--- src/rtl/player_sprite_renderer.sv ---
// Player sprite renderer: latches the player position at vblank entry, pulses frame_start,
// and produces a 2-cycle-latency sprite pixel. Optional SPRITE_BLINK_EN blinks the sprite on game over.
module player_sprite_renderer #(
    parameter int          H_ACTIVE   = 640,
    parameter int          V_ACTIVE   = 480,
    parameter int          SPRITE_W   = 16,
    parameter int          SPRITE_H   = 16,
    parameter int          INIT_X     = 100,
    parameter int          INIT_Y     = 450,
    parameter logic [23:0] HEAD_COLOR = 24'hFFC080,
    parameter logic [23:0] BODY_COLOR = 24'h0000FF,
    localparam int         XW         = $clog2(H_ACTIVE),
    localparam int         YW         = $clog2(V_ACTIVE)
) (
    input  logic          CLOCK_50,
    input  logic          reset,
    input  logic [XW-1:0] pix_x,
    input  logic [YW-1:0] pix_y,
    input  logic          pix_valid,
    input  logic [1:0]    gameState,
    input  logic [XW-1:0] x,
    input  logic [YW-1:0] y,
    output logic          frame_start,
    output logic          sprite_on,
    output logic [23:0]   sprite_rgb
);

    localparam logic [YW:0]   V_LIM     = (YW+1)'(V_ACTIVE);
    localparam logic [XW:0]   SPR_W_C   = (XW+1)'(SPRITE_W);
    localparam logic [YW:0]   SPR_H_C   = (YW+1)'(SPRITE_H);
    localparam logic [YW-1:0] HEAD_Y_HI = YW'(SPRITE_H / 4);
    localparam logic [XW-1:0] HEAD_X_LO = XW'(SPRITE_W / 4);
    localparam logic [XW-1:0] HEAD_X_HI = XW'(3 * SPRITE_W / 4);
    localparam logic [XW-1:0] BODY_X_LO = XW'(SPRITE_W / 8);
    localparam logic [XW-1:0] BODY_X_HI = XW'(7 * SPRITE_W / 8);
    localparam logic [XW-1:0] INIT_X_C  = XW'(INIT_X);
    localparam logic [YW-1:0] INIT_Y_C  = YW'(INIT_Y);

    logic          vblank_s;
    logic          vblank_prev_q, vblank_prev_d;
    logic          frame_start_q, frame_start_d;
    logic [XW-1:0] x_l_q, x_l_d;
    logic [YW-1:0] y_l_q, y_l_d;
    logic [XW:0]   x_end_s;
    logic [YW:0]   y_end_s;
    logic          in_box_s;
    logic          s1_in_box_q, s1_in_box_d;
    logic [XW-1:0] s1_dx_q, s1_dx_d;
    logic [YW-1:0] s1_dy_q, s1_dy_d;
    logic          sprite_on_q, sprite_on_d;
    logic [23:0]   sprite_rgb_q, sprite_rgb_d;
`ifdef SPRITE_BLINK_EN
    logic [4:0]    blink_cnt_q, blink_cnt_d;
`endif

    // Frame-boundary detection, position latch and stage-1 hit test.
    always_comb begin
        vblank_s      = ({1'b0, pix_y} >= V_LIM);
        vblank_prev_d = vblank_s;
        frame_start_d = vblank_s && !vblank_prev_q;
        x_l_d         = x_l_q;
        y_l_d         = y_l_q;
        if (frame_start_q) begin
            x_l_d = x;
            y_l_d = y;
        end else begin
            x_l_d = x_l_q;
            y_l_d = y_l_q;
        end
        // One bit wider so a sprite near the right/bottom edge clips instead of wrapping.
        x_end_s  = {1'b0, x_l_q} + SPR_W_C;
        y_end_s  = {1'b0, y_l_q} + SPR_H_C;
        in_box_s = pix_valid && (gameState != 2'b00)
                   && (pix_x >= x_l_q) && ({1'b0, pix_x} < x_end_s)
                   && (pix_y >= y_l_q) && ({1'b0, pix_y} < y_end_s);
`ifdef SPRITE_BLINK_EN
        blink_cnt_d = frame_start_q ? (blink_cnt_q + 5'd1) : blink_cnt_q;
        if ((gameState == 2'b10) && blink_cnt_q[4]) begin
            in_box_s = 1'b0;
        end else begin
            in_box_s = in_box_s;
        end
`endif
        s1_in_box_d = in_box_s;
        s1_dx_d     = pix_x - x_l_q;
        s1_dy_d     = pix_y - y_l_q;
    end

    // Stage-2 bitmap lookup: head in the top quarter, wider body below.
    always_comb begin
        sprite_on_d  = 1'b0;
        sprite_rgb_d = 24'h000000;
        if (s1_in_box_q) begin
            if (s1_dy_q < HEAD_Y_HI) begin
                if ((s1_dx_q >= HEAD_X_LO) && (s1_dx_q < HEAD_X_HI)) begin
                    sprite_on_d  = 1'b1;
                    sprite_rgb_d = HEAD_COLOR;
                end else begin
                    sprite_on_d  = 1'b0;
                    sprite_rgb_d = 24'h000000;
                end
            end else if ((s1_dx_q >= BODY_X_LO) && (s1_dx_q < BODY_X_HI)) begin
                sprite_on_d  = 1'b1;
                sprite_rgb_d = BODY_COLOR;
            end else begin
                sprite_on_d  = 1'b0;
                sprite_rgb_d = 24'h000000;
            end
        end else begin
            sprite_on_d  = 1'b0;
            sprite_rgb_d = 24'h000000;
        end
    end

    // State registers with synchronous reset.
    always_ff @(posedge CLOCK_50) begin
        if (reset) begin
            vblank_prev_q <= 1'b0;
            frame_start_q <= 1'b0;
            x_l_q         <= INIT_X_C;
            y_l_q         <= INIT_Y_C;
            s1_in_box_q   <= 1'b0;
            s1_dx_q       <= '0;
            s1_dy_q       <= '0;
            sprite_on_q   <= 1'b0;
            sprite_rgb_q  <= 24'h000000;
`ifdef SPRITE_BLINK_EN
            blink_cnt_q   <= 5'd0;
`endif
        end else begin
            vblank_prev_q <= vblank_prev_d;
            frame_start_q <= frame_start_d;
            x_l_q         <= x_l_d;
            y_l_q         <= y_l_d;
            s1_in_box_q   <= s1_in_box_d;
            s1_dx_q       <= s1_dx_d;
            s1_dy_q       <= s1_dy_d;
            sprite_on_q   <= sprite_on_d;
            sprite_rgb_q  <= sprite_rgb_d;
`ifdef SPRITE_BLINK_EN
            blink_cnt_q   <= blink_cnt_d;
`endif
        end
    end

    assign frame_start = frame_start_q;
    assign sprite_on   = sprite_on_q;
    assign sprite_rgb  = sprite_rgb_q;

endmodule

--- config.mk ---
export PLATFORM = sky130hd
export DESIGN_NAME = player_sprite_renderer
export DESIGN_NICKNAME = d
export VERILOG_FILES = /design/src/rtl/player_sprite_renderer.sv
export SDC_FILE = /design/constraint.sdc
export NUM_CORES = 1
export LEC_CHECK = 0
export BUFFER_PORTS_ARGS = -buffer_cell sky130_fd_sc_hd__buf_2
export CORE_ASPECT_RATIO = 1.2
export CORE_MARGIN = 2
export CORE_UTILIZATION = 48
export CTS_CLUSTER_DIAMETER = 60
export DETAILED_ROUTE_END_ITERATION = 7
export PLACE_DENSITY = 0.88
export SLEW_MARGIN = 15
export SYNTH_ARGS = -nofsm -noshare
export SYNTH_HDL_FRONTEND = slang
export SYNTH_SLANG_ARGS = --single-unit
--- constraint.sdc ---
create_clock -name CLOCK_50 -period 2.2 [get_ports CLOCK_50]
set_input_delay 0.11 -clock CLOCK_50 [delete_from_list [all_inputs] [get_ports CLOCK_50]]
set_output_delay 0.11 -clock CLOCK_50 [all_outputs]
set_load 0.02 [all_outputs]
* After elaboration in Yosys (flattened, before gate mapping) *
Cells that the tools add are included.

word-level totals
  output and inout port bits = 26
  flip-flop bits (word level) = 66
  input port bits = 43
  logic and storage cells = 41

operators by class
  bitwise logic cells = 1
  $lt $le $gt $ge = 10
  reduce and logical (&&, ||, !) cells = 11
  multiplexer cells = 6
  add/subtract/negate cells = 4

operators by type and width
  operator                                                     number
  two-way mux 24 bit                                           2
  less-than comparator 10 x 4 -> 1 bit, second input constant  2
  adder 10 x 5 -> 11 bit, second input constant                1
  less-than comparator 10 x 11 -> 1 bit                        1
  adder 9 x 5 -> 10 bit, second input constant                 1
  >= comparator 10 bit                                         1
  >= comparator 10 x 2 -> 1 bit, second input constant         1
  >= comparator 10 x 3 -> 1 bit, second input constant         1
  less-than comparator 9 x 10 -> 1 bit                         1
  subtractor 10 bit                                            1
  >= comparator 9 bit                                          1
  >= comparator 9 bit, second input constant                   1
  less-than comparator 9 x 3 -> 1 bit, second input constant   1
  subtractor 9 bit                                             1
  logical AND 1 bit                                            8
  two-way mux 8 bit                                            1
  two-way mux 1 bit                                            3
  nonzero test 2 bit                                           1
  OR reduction 2 bit                                           1
  logical NOT 1 bit                                            1
  inverter 1 bit                                               1

* Logic depth before layout (Yosys ltp) *
  word-level depth = 6
  depth in mapped cells = 10
  depth with buffers taken out = 10

* Worst setup path before layout *
No wires, ideal clock.

  path kind = reg2reg
  from = reg x_l_q[4]
  to = reg s1_in_box_q
  arrival time = 2133 ps
  buffers on the path = 0
  setup slack = 7 ps
  clock period less this slack = 2193 ps
  stages on the path, launching flop included = 11
  cells stage by stage = dfxtp_1 ha_1 nand3_2 xnor2_1 ha_1 a21o_1 a21oi_1 a21oi_1 a2111o_1 a221oi_2 o311a_1

on the way
  longest elaborated chain between the ends = 5
  elaborated cells between the ends (all ways) = 7

ends and longest elaborated chain
  what                                                                               RTL line  RTL
  start: declaration                                                                 42        logic [XW-1:0] x_l_q, x_l_d;
  start signal: assignment                                                           133       x_l_q <= x_l_d;
  adder 10 x 5 -> 11 bit / >= comparator 10 bit (equally long branches)              71, 74
  less-than comparator 10 x 11 -> 1 bit / logical AND 1 bit (equally long branches)  74        && (pix_x >= x_l_q) && ({1'b0, pix_x} < x_end_s)
  logical AND 1 bit (*)                                                              74
  logical AND 1 bit (*) (2 in series)                                                75        && (pix_y >= y_l_q) && ({1'b0, pix_y} < y_end_s);
  end signal: assignment                                                             135       s1_in_box_q <= s1_in_box_d;
  end: declaration                                                                   47        logic s1_in_box_q, s1_in_box_d;

Mark *: on every way between the ends. The rest lies on a longest branch, timed or not.
A chain may end at the register's enable or synchronous reset.

* Worst setup path after layout *
  from = reg x_l_q[6]
  to = reg s1_in_box_q

Same word-level chain as after synthesis.

==> results_dict.tcl <==
set metrics [dict create \
    ys_top_cells_by_count "dfxtp_1 (41), nor2_1 (34), ha_1 (32), inv_1 (23), buf_4 (22)" \
    num_vias 2201 \
    io_pins 69 \
    insertion_delay_ns 0.30 \
    seqPwrFrac_pct 49.9 \
    vias_per_cell 5.28 \
    cts_max_path_buffers 2 \
    start_kind "register" \
    hold_viol_final 0 \
    gp_congestion 0.894 \
    cts-htree-levels 2 \
    hold_path_class "input pin to register" \
    grtUsageTotal_pct 18.9 \
    rows 29 \
    dieWidth_um 71.4 \
    ys_warn_count 0 \
    hpwl_mm 4.30 \
    synth.cell_area_um2 2620 \
    drv_cap 0 \
    maxClockFrequency_ghz 0.463 \
    p_switching_uw 452 \
    synthTopCellsByArea "dfxtp_1 (31%), ha_1 (15%), buf_4 (6.3%), nor2_1 (4.9%), xnor2_1 (4.7%)" \
    drv_slew 0 \
    ys_seq_elements 41 \
    seq_area_frac_synth_pct 31.4 \
    outcome "finished, final reports clean" \
    hold_depth 3 \
    avgRoutedWirePerCell_um 13.4 \
    cpPeakStageDelay_ns 0.38 \
    area_delta_synth_final_pct 15.5 \
    final_nets 430 \
    path_clk_slew_ns 0.08 \
    finalCritPeriodShare_pct 98.1 \
    synth.distinct_cells 45 \
    syn_avg_cell_area_um2 8.70 \
    ant_nets 0 \
    path_delay_family "compound AO/OA/AOI/OAI gates" \
    worstSetupPathType "register to register" \
    clkPwrFrac_pct 31.6 \
    insertedDiodeCount 0 \
    critical_path.slowest_cell "dfxtp_4" \
    drc 0 \
    reg2reg_depth 10 \
    cts_sinks 41 \
    first_pass_iters 4 \
    worstPathArrival_ns 2.41 \
    grt_pass1_wl_mm 9.15 \
    post-route-min-period_ns 2.16 \
    port_buffers 62 \
    holdCritStartpoint "y[1]" \
    worst-path-buf-inv 1 \
    whs_ns 0.0149 \
    synth_flop_cell "dfxtp_1" \
    cts_buffers 5 \
    first_iter_violations 93 \
    critPathCaptureType "register" \
    power.internal_uw 1130 \
    synth_most_common_cell "dfxtp_1" \
    crit_fanout 4 \
    dieArea_um2 6060 \
    coreArea_um2 5260 \
    synth_top_area_share_pct 31.4 \
    cellPowerDensity_nw_per_um2 523 \
    rr_endpoint "s1_in_box_q" \
    antenna_found_initial 0 \
    hold_path_end "y_l_q[1]" \
    first_global_vias 2100 \
    setup_viol 0 \
    dieHeight_um 84.9 \
    power.leakage_uw 0.00140 \
    pwr-share-comb_pct 18.5 \
    cts_tree "built" \
    rsz0062_at_grt "true" \
    start_util_pct 49.8 \
    cts_root_buffer "clkbuf_8" \
    cp.required_ns 2.45 \
    fin_ws_ns 0.0422 \
    synth_top_cell_by_area "dfxtp_1" \
    worstPathCellList "inv_2 -> nor3_2 -> nand3_1 -> xnor2_1 -> ha_1 -> a21oi_2 -> a21oi_1 -> a2111o_1 -> a221oi_2 -> o311a_1" \
    layout.cells.non_filler 417 \
    n_fill_cell 466 \
    vdd_drop_max_v 0.000264 \
    finalClockSkew_ns 0.0102 \
    synth-edff-count 0 \
    ff2ff_setup_slack_ns 0.04 \
    grt_overflow 0 \
    cts_hold_repair.buffers 0 \
    grt_max_degree 28 \
    post-place-cells 407 \
    r2r_start "x_l_q[6]" \
    finalWirelength_mm 5.57 \
    synth_cells 301 \
    post-place-ws_ns -0.111 \
    power_switching_share_pct 28.6 \
    async_flop_share_pct 0 \
    tns_ns 0 \
    drive_above_1_share_pct 26.8 \
]
[worst reg2reg max path: stages (launching register included)]
cell and delay, ns:
dfxtp_4 0.38, inv_2 0.05, nor3_2 0.16, nand3_1 0.11, xnor2_1 0.14, ha_1 0.34, a21oi_2 0.15, a21oi_1 0.08
a2111o_1 0.31, a221oi_2 0.20, o311a_1 0.20
[state kept, by name, indices dropped and copies added, names as in the netlist]
signal / count
frame_start: 1
s1_dx_q: 9
s1_dy_q: 7
sprite_on: 1
y_l_q: 9
x_l_q: 10
s1_in_box_q: 1
vblank_prev_q: 1
sprite_rgb: 2
[area by class of cell]
class | instances | area [um^2] | share of cell area (%)
Inverter | 23 | 86.3 | 2.86
Clock inverter | 3 | 17.5 | 0.579
Sequential cell | 41 | 830 | 27.4
Tap cell | 62 | 77.6 | 2.57
Clock buffer | 5 | 68.8 | 2.28
Multi-Input combinational cell | 213 | 1570 | 52.0
Timing Repair Buffer | 70 | 370 | 12.3
[power groups by stage]
stage,clock network [uW],registers (uW),logic (uW)
global route,532,792,330
detailed placement,0,806,281
finish,499,788,293
CTS,506,789,286
floorplan,0,803,200
global placement,0,805,273
[per-stage QoR]
stage / instance area [um^2] / power (uW) / utilization (%)
6_report: 3020 / 1580 / 57.5
5_1_grt: 3020 / 1650 / 57.5
4_1_cts: 2990 / 1580 / 56.8
3_5_place_dp: 2880 / 1090 / 54.7
3_3_place_gp: 2880 / 1080 / 54.7
2_1_floorplan: 2640 / 1000 / -
[how the worst max path moves through the flow]
stage | startpoint | to | slack (ns) | depth (start not counted)
floorplan | x_l_q[4] | s1_in_box_q | 0.007 | 10
global route | x_l_q[6] | s1_in_box_q | -0.07 | 10
detailed placement | x_l_q[4] | s1_in_box_q | -0.11 | 10
global placement | x_l_q[4] | s1_in_box_q | 0.03 | 10
CTS | x_l_q[7] | s1_in_box_q | 0.01 | 10
finish | x_l_q[6] | s1_in_box_q | 0.04 | 10
[kinds of logic after synthesis]
kind of cell | after synthesis | share of synthesized area [%]
AO/OA/AOI/OAI | 55 | 14.6
XOR/XNOR | 19 | 6.36
adder cells (fa/ha/maj) | 33 | 16.1
flip-flops | 41 | 31.4
multiplexers | 12 | 4.59
AND/OR/NAND/NOR | 88 | 16.2
other | 1 | 0.143
buffers and inverters | 52 | 10.7
[cell usage in the layout (no fill, tap or decap), drive strengths merged, types with 9 or more instances in the layout]
| cell type | count |
|---|---|
| xnor2 | 14 |
| dfxtp | 41 |
| a21oi | 13 |
| nor3 | 10 |
| buf | 70 |
| nand2 | 13 |
| nor2 | 34 |
| ha | 32 |
| o21ai | 9 |
| mux2i | 12 |
| inv | 23 |
[timing repair]
action	CTS	global route
resized for setup	6	9
setup buffers	1	1
pin swaps	3	4
setup endpoints to repair	1	2
[routing by layer]
layer | vias up | part of all wire, % | GRT usage, %
li1 | 1118 | - | -
met1 | 987 | 45 | 22.8
met2 | 83 | 47 | 32.1
met3 | 13 | 5.7 | 4.04
met4 | 0 | 2.2 | 7.89
met5 | - | 0 | 0
Note: power is estimated with default switching activity, not from simulation.
